--- src/rtl/otsu_pkg.sv ---
// Shared state encoding and accumulator width helpers for the Otsu class-statistics path.
package otsu_pkg;

    typedef enum logic [1:0] {
        ACCUM  = 2'd0,
        DIVIDE = 2'd1,
        RESULT = 2'd2
    } otsu_state_e;

    function automatic int sum_w(input int cnt_w, input int bin_w);
        return cnt_w + bin_w;
    endfunction

    function automatic int mom_w(input int cnt_w, input int bin_w);
        return cnt_w + 2 * bin_w;
    endfunction

endpackage

--- src/rtl/otsu_frac_divider.sv ---
// Restoring divider resolving one quotient bit per cycle over Q_W iterations.
// The caller guarantees the quotient fits in Q_W bits (dividend < divisor << Q_W).
module otsu_frac_divider #(
    parameter int DVD_W = 56,
    parameter int DVS_W = 40,
    parameter int Q_W   = 17
) (
    input  logic             clk,
    input  logic             reset,
    input  logic             start,
    input  logic [DVD_W-1:0] dividend,
    input  logic [DVS_W-1:0] divisor,
    output logic             busy,
    output logic             done,
    output logic             dbz,
    output logic [Q_W-1:0]   quotient
);
    localparam int REM_W = DVS_W + 1;
    localparam int CNT_B = $clog2(Q_W + 1);

    logic [REM_W-1:0] rem_q, rem_d, trial;
    logic [Q_W-1:0]   dvd_q, dvd_d, quo_q, quo_d;
    logic [DVS_W-1:0] dvs_q, dvs_d;
    logic [CNT_B-1:0] cnt_q, cnt_d;
    logic             busy_q, busy_d, done_q, done_d, dbz_q, dbz_d, qbit;

    always_comb begin
        rem_d  = rem_q;
        dvd_d  = dvd_q;
        quo_d  = quo_q;
        dvs_d  = dvs_q;
        cnt_d  = cnt_q;
        busy_d = busy_q;
        dbz_d  = dbz_q;
        done_d = 1'b0;
        qbit   = 1'b0;
        trial  = {rem_q[REM_W-2:0], dvd_q[Q_W-1]};
        if (start) begin
            // Upper dividend bits are already below the divisor, so only Q_W steps remain.
            dvs_d  = divisor;
            dvd_d  = dividend[Q_W-1:0];
            rem_d  = REM_W'(dividend >> Q_W);
            quo_d  = '0;
            cnt_d  = CNT_B'(Q_W);
            dbz_d  = (divisor == '0);
            busy_d = (divisor != '0);
            done_d = (divisor == '0);
        end else if (busy_q) begin
            qbit   = (trial >= {1'b0, dvs_q});
            rem_d  = qbit ? (trial - {1'b0, dvs_q}) : trial;
            quo_d  = {quo_q[Q_W-2:0], qbit};
            dvd_d  = dvd_q << 1;
            cnt_d  = cnt_q - CNT_B'(1);
            if (cnt_q == CNT_B'(1)) begin
                busy_d = 1'b0;
                done_d = 1'b1;
            end
        end
    end

    always_ff @(posedge clk) begin
        if (reset) begin
            rem_q  <= '0;
            dvd_q  <= '0;
            quo_q  <= '0;
            dvs_q  <= '0;
            cnt_q  <= '0;
            busy_q <= 1'b0;
            done_q <= 1'b0;
            dbz_q  <= 1'b0;
        end else begin
            rem_q  <= rem_d;
            dvd_q  <= dvd_d;
            quo_q  <= quo_d;
            dvs_q  <= dvs_d;
            cnt_q  <= cnt_d;
            busy_q <= busy_d;
            done_q <= done_d;
            dbz_q  <= dbz_d;
        end
    end

    assign busy     = busy_q;
    assign done     = done_q;
    assign dbz      = dbz_q;
    assign quotient = quo_q;

endmodule

--- src/rtl/otsu_class_stats.sv ---
// Streaming class-0 statistics for one histogram frame, ending in w0 = sum0/total and w1 = 1 - w0.
module otsu_class_stats
    import otsu_pkg::*;
#(
    parameter int BIN_W  = 8,
    parameter int CNT_W  = 32,
    parameter int FRAC_W = 16
) (
    input  logic                     clk,
    input  logic                     reset,
    input  logic [BIN_W-1:0]         thresh,
    input  logic                     in_valid,
    output logic                     in_ready,
    input  logic [BIN_W-1:0]         in_bin,
    input  logic [CNT_W-1:0]         in_count,
    input  logic                     in_last,
    output logic                     out_valid,
    input  logic                     out_ready,
    output logic [FRAC_W:0]          w0,
    output logic [FRAC_W:0]          w1,
    output logic [CNT_W+BIN_W-1:0]   sum0,
    output logic [CNT_W+2*BIN_W-1:0] mom0,
    output logic [CNT_W+BIN_W-1:0]   total,
    output logic                     div0,
    output logic                     sat
);
    localparam int SUM_W = sum_w(CNT_W, BIN_W);
    localparam int MOM_W = mom_w(CNT_W, BIN_W);
    localparam int SUM_X = SUM_W + 1;
    localparam int MOM_X = MOM_W + 1;
    localparam int Q_W   = FRAC_W + 1;
    localparam logic [FRAC_W:0] W_ONE = {1'b1, {FRAC_W{1'b0}}};

    otsu_state_e      state_q, state_d;
    logic [BIN_W-1:0] thr_q, thr_d, eff_thr;
    logic [SUM_W-1:0] sum0_q, sum0_d, total_q, total_d, tot_sat;
    logic [MOM_W-1:0] mom0_q, mom0_d;
    logic [SUM_W:0]   tot_x, sum_x;
    logic [MOM_W:0]   mom_x;
    logic [FRAC_W:0]  w0_q, w0_d, w1_q, w1_d;
    logic             first_q, first_d, sat_q, sat_d, in_ready_q, in_ready_d;
    logic             out_valid_q, out_valid_d, div0_q, div0_d, div_start_q, div_start_d;
    logic             accept, in_cls0, div_busy, div_done, div_dbz;
    logic [Q_W-1:0]   div_q;

    otsu_frac_divider #(.DVD_W(SUM_W + FRAC_W), .DVS_W(SUM_W), .Q_W(Q_W)) u_div (
        .clk      (clk),
        .reset    (reset),
        .start    (div_start_q),
        .dividend ({sum0_q, {FRAC_W{1'b0}}}),
        .divisor  (total_q),
        .busy     (div_busy),
        .done     (div_done),
        .dbz      (div_dbz),
        .quotient (div_q)
    );

    // One extra bit catches the carry that triggers saturation.
    assign accept  = in_valid && in_ready_q;
    assign eff_thr = first_q ? thresh : thr_q;
    assign in_cls0 = (in_bin < eff_thr);
    assign tot_x   = {1'b0, total_q} + SUM_X'(in_count);
    assign sum_x   = {1'b0, sum0_q} + SUM_X'(in_count);
    assign mom_x   = {1'b0, mom0_q} + MOM_X'(in_bin) * MOM_X'(in_count);
    assign tot_sat = tot_x[SUM_W] ? '1 : tot_x[SUM_W-1:0];

    always_comb begin
        state_d     = state_q;
        thr_d       = thr_q;
        first_d     = first_q;
        sum0_d      = sum0_q;
        mom0_d      = mom0_q;
        total_d     = total_q;
        sat_d       = sat_q;
        in_ready_d  = in_ready_q;
        out_valid_d = out_valid_q;
        w0_d        = w0_q;
        w1_d        = w1_q;
        div0_d      = div0_q;
        div_start_d = 1'b0;
        case (state_q)
            ACCUM: if (accept) begin
                thr_d   = eff_thr;
                first_d = 1'b0;
                total_d = tot_sat;
                sat_d   = sat_q | tot_x[SUM_W];
                if (in_cls0) begin
                    sum0_d = sum_x[SUM_W] ? '1 : sum_x[SUM_W-1:0];
                    mom0_d = mom_x[MOM_W] ? '1 : mom_x[MOM_W-1:0];
                    sat_d  = sat_q | tot_x[SUM_W] | sum_x[SUM_W] | mom_x[MOM_W];
                end
                if (in_last) begin
                    in_ready_d  = 1'b0;
                    state_d     = (tot_sat == '0) ? RESULT : DIVIDE;
                    div_start_d = (tot_sat != '0);
                end
            end
            DIVIDE: if (div_done && !div_busy) begin
                state_d     = RESULT;
                out_valid_d = 1'b1;
                w0_d        = div_q;
                w1_d        = W_ONE - div_q;
                div0_d      = div_dbz;
            end
            RESULT: begin
                // Arriving here without out_valid means the zero-total path skipped the divider.
                if (!out_valid_q) begin
                    out_valid_d = 1'b1;
                    div0_d      = 1'b1;
                    w0_d        = '0;
                    w1_d        = '0;
                end else if (out_ready) begin
                    state_d     = ACCUM;
                    out_valid_d = 1'b0;
                    in_ready_d  = 1'b1;
                    first_d     = 1'b1;
                    sum0_d      = '0;
                    mom0_d      = '0;
                    total_d     = '0;
                    sat_d       = 1'b0;
                    w0_d        = '0;
                    w1_d        = '0;
                    div0_d      = 1'b0;
                end
            end
            default: state_d = ACCUM;
        endcase
    end

    always_ff @(posedge clk) begin
        if (reset) begin
            state_q     <= ACCUM;
            thr_q       <= '0;
            first_q     <= 1'b1;
            sum0_q      <= '0;
            mom0_q      <= '0;
            total_q     <= '0;
            sat_q       <= 1'b0;
            in_ready_q  <= 1'b1;
            out_valid_q <= 1'b0;
            w0_q        <= '0;
            w1_q        <= '0;
            div0_q      <= 1'b0;
            div_start_q <= 1'b0;
        end else begin
            state_q     <= state_d;
            thr_q       <= thr_d;
            first_q     <= first_d;
            sum0_q      <= sum0_d;
            mom0_q      <= mom0_d;
            total_q     <= total_d;
            sat_q       <= sat_d;
            in_ready_q  <= in_ready_d;
            out_valid_q <= out_valid_d;
            w0_q        <= w0_d;
            w1_q        <= w1_d;
            div0_q      <= div0_d;
            div_start_q <= div_start_d;
        end
    end

    assign in_ready  = in_ready_q;
    assign out_valid = out_valid_q;
    assign w0        = w0_q;
    assign w1        = w1_q;
    assign sum0      = sum0_q;
    assign mom0      = mom0_q;
    assign total     = total_q;
    assign div0      = div0_q;
    assign sat       = sat_q;

endmodule
--- config.mk ---
export PLATFORM = sky130hd
export DESIGN_NAME = otsu_class_stats
export DESIGN_NICKNAME = d
export VERILOG_FILES = /design/src/rtl/otsu_pkg.sv /design/src/rtl/otsu_frac_divider.sv /design/src/rtl/otsu_class_stats.sv
export SDC_FILE = /design/constraint.sdc
export NUM_CORES = 2
export LEC_CHECK = 0
export ABC_AREA = 0
export BUFFER_PORTS_ARGS = -buffer_cell sky130_fd_sc_hd__buf_2
export CORE_MARGIN = 5
export CORE_UTILIZATION = 55
export CTS_CLUSTER_DIAMETER = 200
export CTS_CLUSTER_SIZE = 30
export DETAILED_ROUTE_END_ITERATION = 12
export HOLD_SLACK_MARGIN = 0.02
export PLACE_DENSITY_LB_ADDON = 0.12
export SLEW_MARGIN = 20
export SYNTH_ARGS = -nofsm -noshare
export SYNTH_HDL_FRONTEND = slang
export SYNTH_SLANG_ARGS = --single-unit
--- constraint.sdc ---
create_clock -name clk -period 5.7 [get_ports clk]
set_input_delay 0.57 -clock clk [delete_from_list [all_inputs] [get_ports clk]]
set_output_delay 0.57 -clock clk [all_outputs]
set_load 0.05 [all_outputs]
==> impl_results.md <==
- Part of the power in the clock network: 8.0%
- Total GRT Usage: 33.9%
- Setup repair bufs after CTS: 0
- Cells along the critical path: buf_2, buf_4, nand2_1, fa_1, fa_1, inv_1, fa_1, fa_1, ha_1, a21o_1, a21o_1, a211oi_1, o2bb2ai_1, a21oi_2, o211a_1, nor4_2, or2_4, o21ai_0, o21ai_0
- Number of synthesized flops with an enable pin: 0
- Final hold viol count: 0
- CTS root buf: sky130_fd_sc_hd__clkbuf_16
- Count of final max-slew check failures: 0
- Post-route fraction of the period consumed by the critical path: 96.9%
- Area of placed instances: 30200 µm²
- Worst min-delay path category: in -> reg
- Maximum number of pins on one net before global-route repair: 104
- Number of antenna violations at the first check in global routing: 3
- Number of vias after detailed routing: 26200
- Die width: 232 µm
- Weighted congestion reported at the end of routability-driven placement: 0.970
- Cell with the largest stage delay on the worst path: sky130_fd_sc_hd__fa_1
- Critical path buffer and inverter count: 3
- Post-synthesis to final-layout area growth: 12.6%
- Register area share after synthesis: 20.9%
- Core Rows: 81
- Nets@finish: 4089
- Most frequently used flop master after synthesis: sky130_fd_sc_hd__dfxtp_1
- Detailed-placement wirelength estimate: 73800 µm
- Max-slew headroom: 24.5%
- Inserted Clock Buffers: 13
- Post-route standard cell area excluding fillers: 30600 µm²
- Hold Crit Depth: 3
- CTS Hold Bufs: 0
- Worst setup path class: in -> reg
- Total net switching power: 7.17 mW
- RSZ-0062 raised after global routing: no
- Slew @ Worst Pin: 1130 ps
- Cells after synthesis: 3347
- Leading cell type in the layout, fill and taps excluded: sky130_fd_sc_hd__inv_1
- MaxCap Viol Count: 0
- First-pass GRT wire length: 145000 µm
- Arrival @ worst endpoint: 5930 ps
- Leakage power figure: 14.4 nW
- Initial standard-cell utilization of the core: 55.5%
- Result of the run: completed
- Post-detailed-route wirelength per cell: 22.0 µm
- Post_cts resized: 0
- Final setup violation count: 0
- Final ANT Viol Nets: 0
- Clock Skews: 55.8 ps
- Area share of the leading cell type in the synthesized netlist: 20.9%
- Leading cell types by total area after synthesis: sky130_fd_sc_hd__dfxtp_1 21%, sky130_fd_sc_hd__fa_1 16%, sky130_fd_sc_hd__ha_1 8.2%
- Cell type with the highest aggregate area in the netlist: sky130_fd_sc_hd__dfxtp_1
- Fraction of layout cells with a size suffix above 1: 13.9%
- TritonRoute pass-1 iters: 7
- Mean instance size in the synthesized netlist: 8.12 µm²
- Maximum fanout along the worst path: 16
- Internal cell power: 7.40 mW
- Number of global-route vias before repair: 25200
- Data required time at the worst endpoint: 6100 ps
- Final setup TNS: 0 ps
- TritonCTS clock tree: yes
- Drt via density: 6.08
- Delay contributed by the slowest stage of the critical path: 520 ps
- Number of unique standard cell types used by synthesis: 92
- Area of the core region: 49000 µm²
- Worst Setup Start Kind: input pin
- Type of destination of the critical path: flip-flop
- Worst skew pair latency: 570 ps
- Clk slew on worst S/H paths: 140 ps
- Input/output buffers: 218
- Synthesized cell area: 27200 µm²
- Wire length after detailed routing: 94700 µm
- Pwr per Cell Area: 476 nW/µm²
- Most frequent cells in the layout: 380 x sky130_fd_sc_hd__inv_1, 282 x sky130_fd_sc_hd__nand2_1, 281 x sky130_fd_sc_hd__dfxtp_1
- IR drop worst, VDD: 0.451 mV
- Drt initial violations: 2224
- Async set-reset flop share out of synthesis: 0%
- Longest Clk Path Bufs: 3
- Vertical die dimension: 232 µm
- Largest delay share family, worst path: adder cells
- Combinational fraction of design power: 75.2%
- Peak Freq: 181 MHz
- Switching share of power: 49.2%
- Path length in cells of the critical path: 19
- Clock net sink count: 283
- Critical Path Most Common Cell: sky130_fd_sc_hd__fa_1
- Die Area: 53900 µm²
- Count of pins on the block boundary: 219
- Worst reg2reg path depth: 19
- Remaining Overflow, GRT: 0
- DR DRC count: 0
- Number of register bits inferred by synthesis: 283
- Time the final worst path needs with I/O delays and setup: 5520 ps
- Number of H-tree branching levels: 1
- Total nets after synthesis: 3800
- YS warnings: 0
- Fraction of power consumed by sequential logic: 16.7%
## routing by layer
| metal | GRT usage, % | part of all wire, % | up-vias |
|---|---|---|---|
| li1 | - | - | 12000 |
| met1 | 48.3 | 42 | 12800 |
| met2 | 54.2 | 46 | 1193 |
| met3 | 4.96 | 8.8 | 164 |
| met4 | 9.21 | 3.2 | 0 |
| met5 | 0 | 0 | - |
## final cells by class
| type | count | area, µm² |
|---|---|---|
| clock buffer | 14 | 329 |
| clock inverter | 3 | 33.8 |
| antenna | 3 | 7.51 |
| multi-input combinational | 2526 | 19500 |
| tap | 664 | 831 |
| inverter | 380 | 1430 |
| sequential | 283 | 5670 |
| fill | 4386 | 18400 |
| timing repair buffer | 432 | 2790 |
## per-stage QoR
stage               instances  hold WS [ps]  worst slack (ps)  util [%]  power (mW)
CTS                      4302           247              35.5      62.3        14.4
global placement         4285           441              -383      61.6        13.1
floorplan                3347           436              5.82         -        9.63
finish                   4305           265               177      62.5        14.6
detailed placement       4285           446              -493      61.6        13.2
global route             4302           295              23.6      62.5        15.7
## power by group through the flow
stage / clock network [mW] / registers [mW] / logic [mW]
floorplan: 0 / 2.74 / 6.88
global placement: 0 / 2.46 / 10.6
detailed placement: 0 / 2.47 / 10.7
CTS: 1.19 / 2.42 / 10.8
global route: 1.25 / 2.45 / 12.0
finish: 1.17 / 2.44 / 11.0
## synth_stat cells, drive strengths merged (29+ instances only)
| cell type | number |
|---|---|
| o21ai | 217 |
| clkbuf | 140 |
| inv | 380 |
| dfxtp | 283 |
| and3 | 31 |
| and2 | 200 |
| xor2 | 40 |
| nor3 | 69 |
| a22oi | 37 |
| ha | 179 |
| a21o | 83 |
| a21oi | 236 |
| fa | 221 |
| a211oi | 39 |
| xnor2 | 88 |
| nor2 | 243 |
| nand4 | 29 |
| nand3 | 59 |
| mux2i | 91 |
| nand2 | 284 |
## cell families (layout without fill, tap and decap cells)
group	Yosys count	count (layout)	share of synthesized area [%]
buffers and inverters	538	829	7.68
multiplexers	92	92	3.39
AO/OA/AOI/OAI	854	854	20.3
other	0	3	0
adder cells (fa/ha/maj)	400	400	24.5
XOR/XNOR	128	128	4.13
flip-flops	283	283	20.9
AND/OR/NAND/NOR	1052	1052	19.2
## path summary, 6_finish.rpt
path / end / startpoint / slack [ps]
setup / recovery: mom0[27] / in_bin[3] / 180
hold / removal: thr_q[0] / thresh[0] / 260
setup reg to reg: mom0[27] / mom0[4] / 260
hold reg to reg: thr_q[0] / thr_q[0] / 460
## state kept, by name, indices dropped and copies added, names as in the netlist, 2 cells and up
signal,count
u_div.dvs_q,40
mom0,48
sum0,40
u_div.cnt_q,5
w1,16
total,40
thr_q,8
w0,17
state_q,2
u_div.quotient,17
u_div.rem_q,40
## tightest hold or removal path: cells and delay by family
family	cells	cell delay (ps)
AND/OR/NAND/NOR	1	70
buffers and inverters	1	110
AO/OA/AOI/OAI	1	50
(Power assumes the default switching activity.)
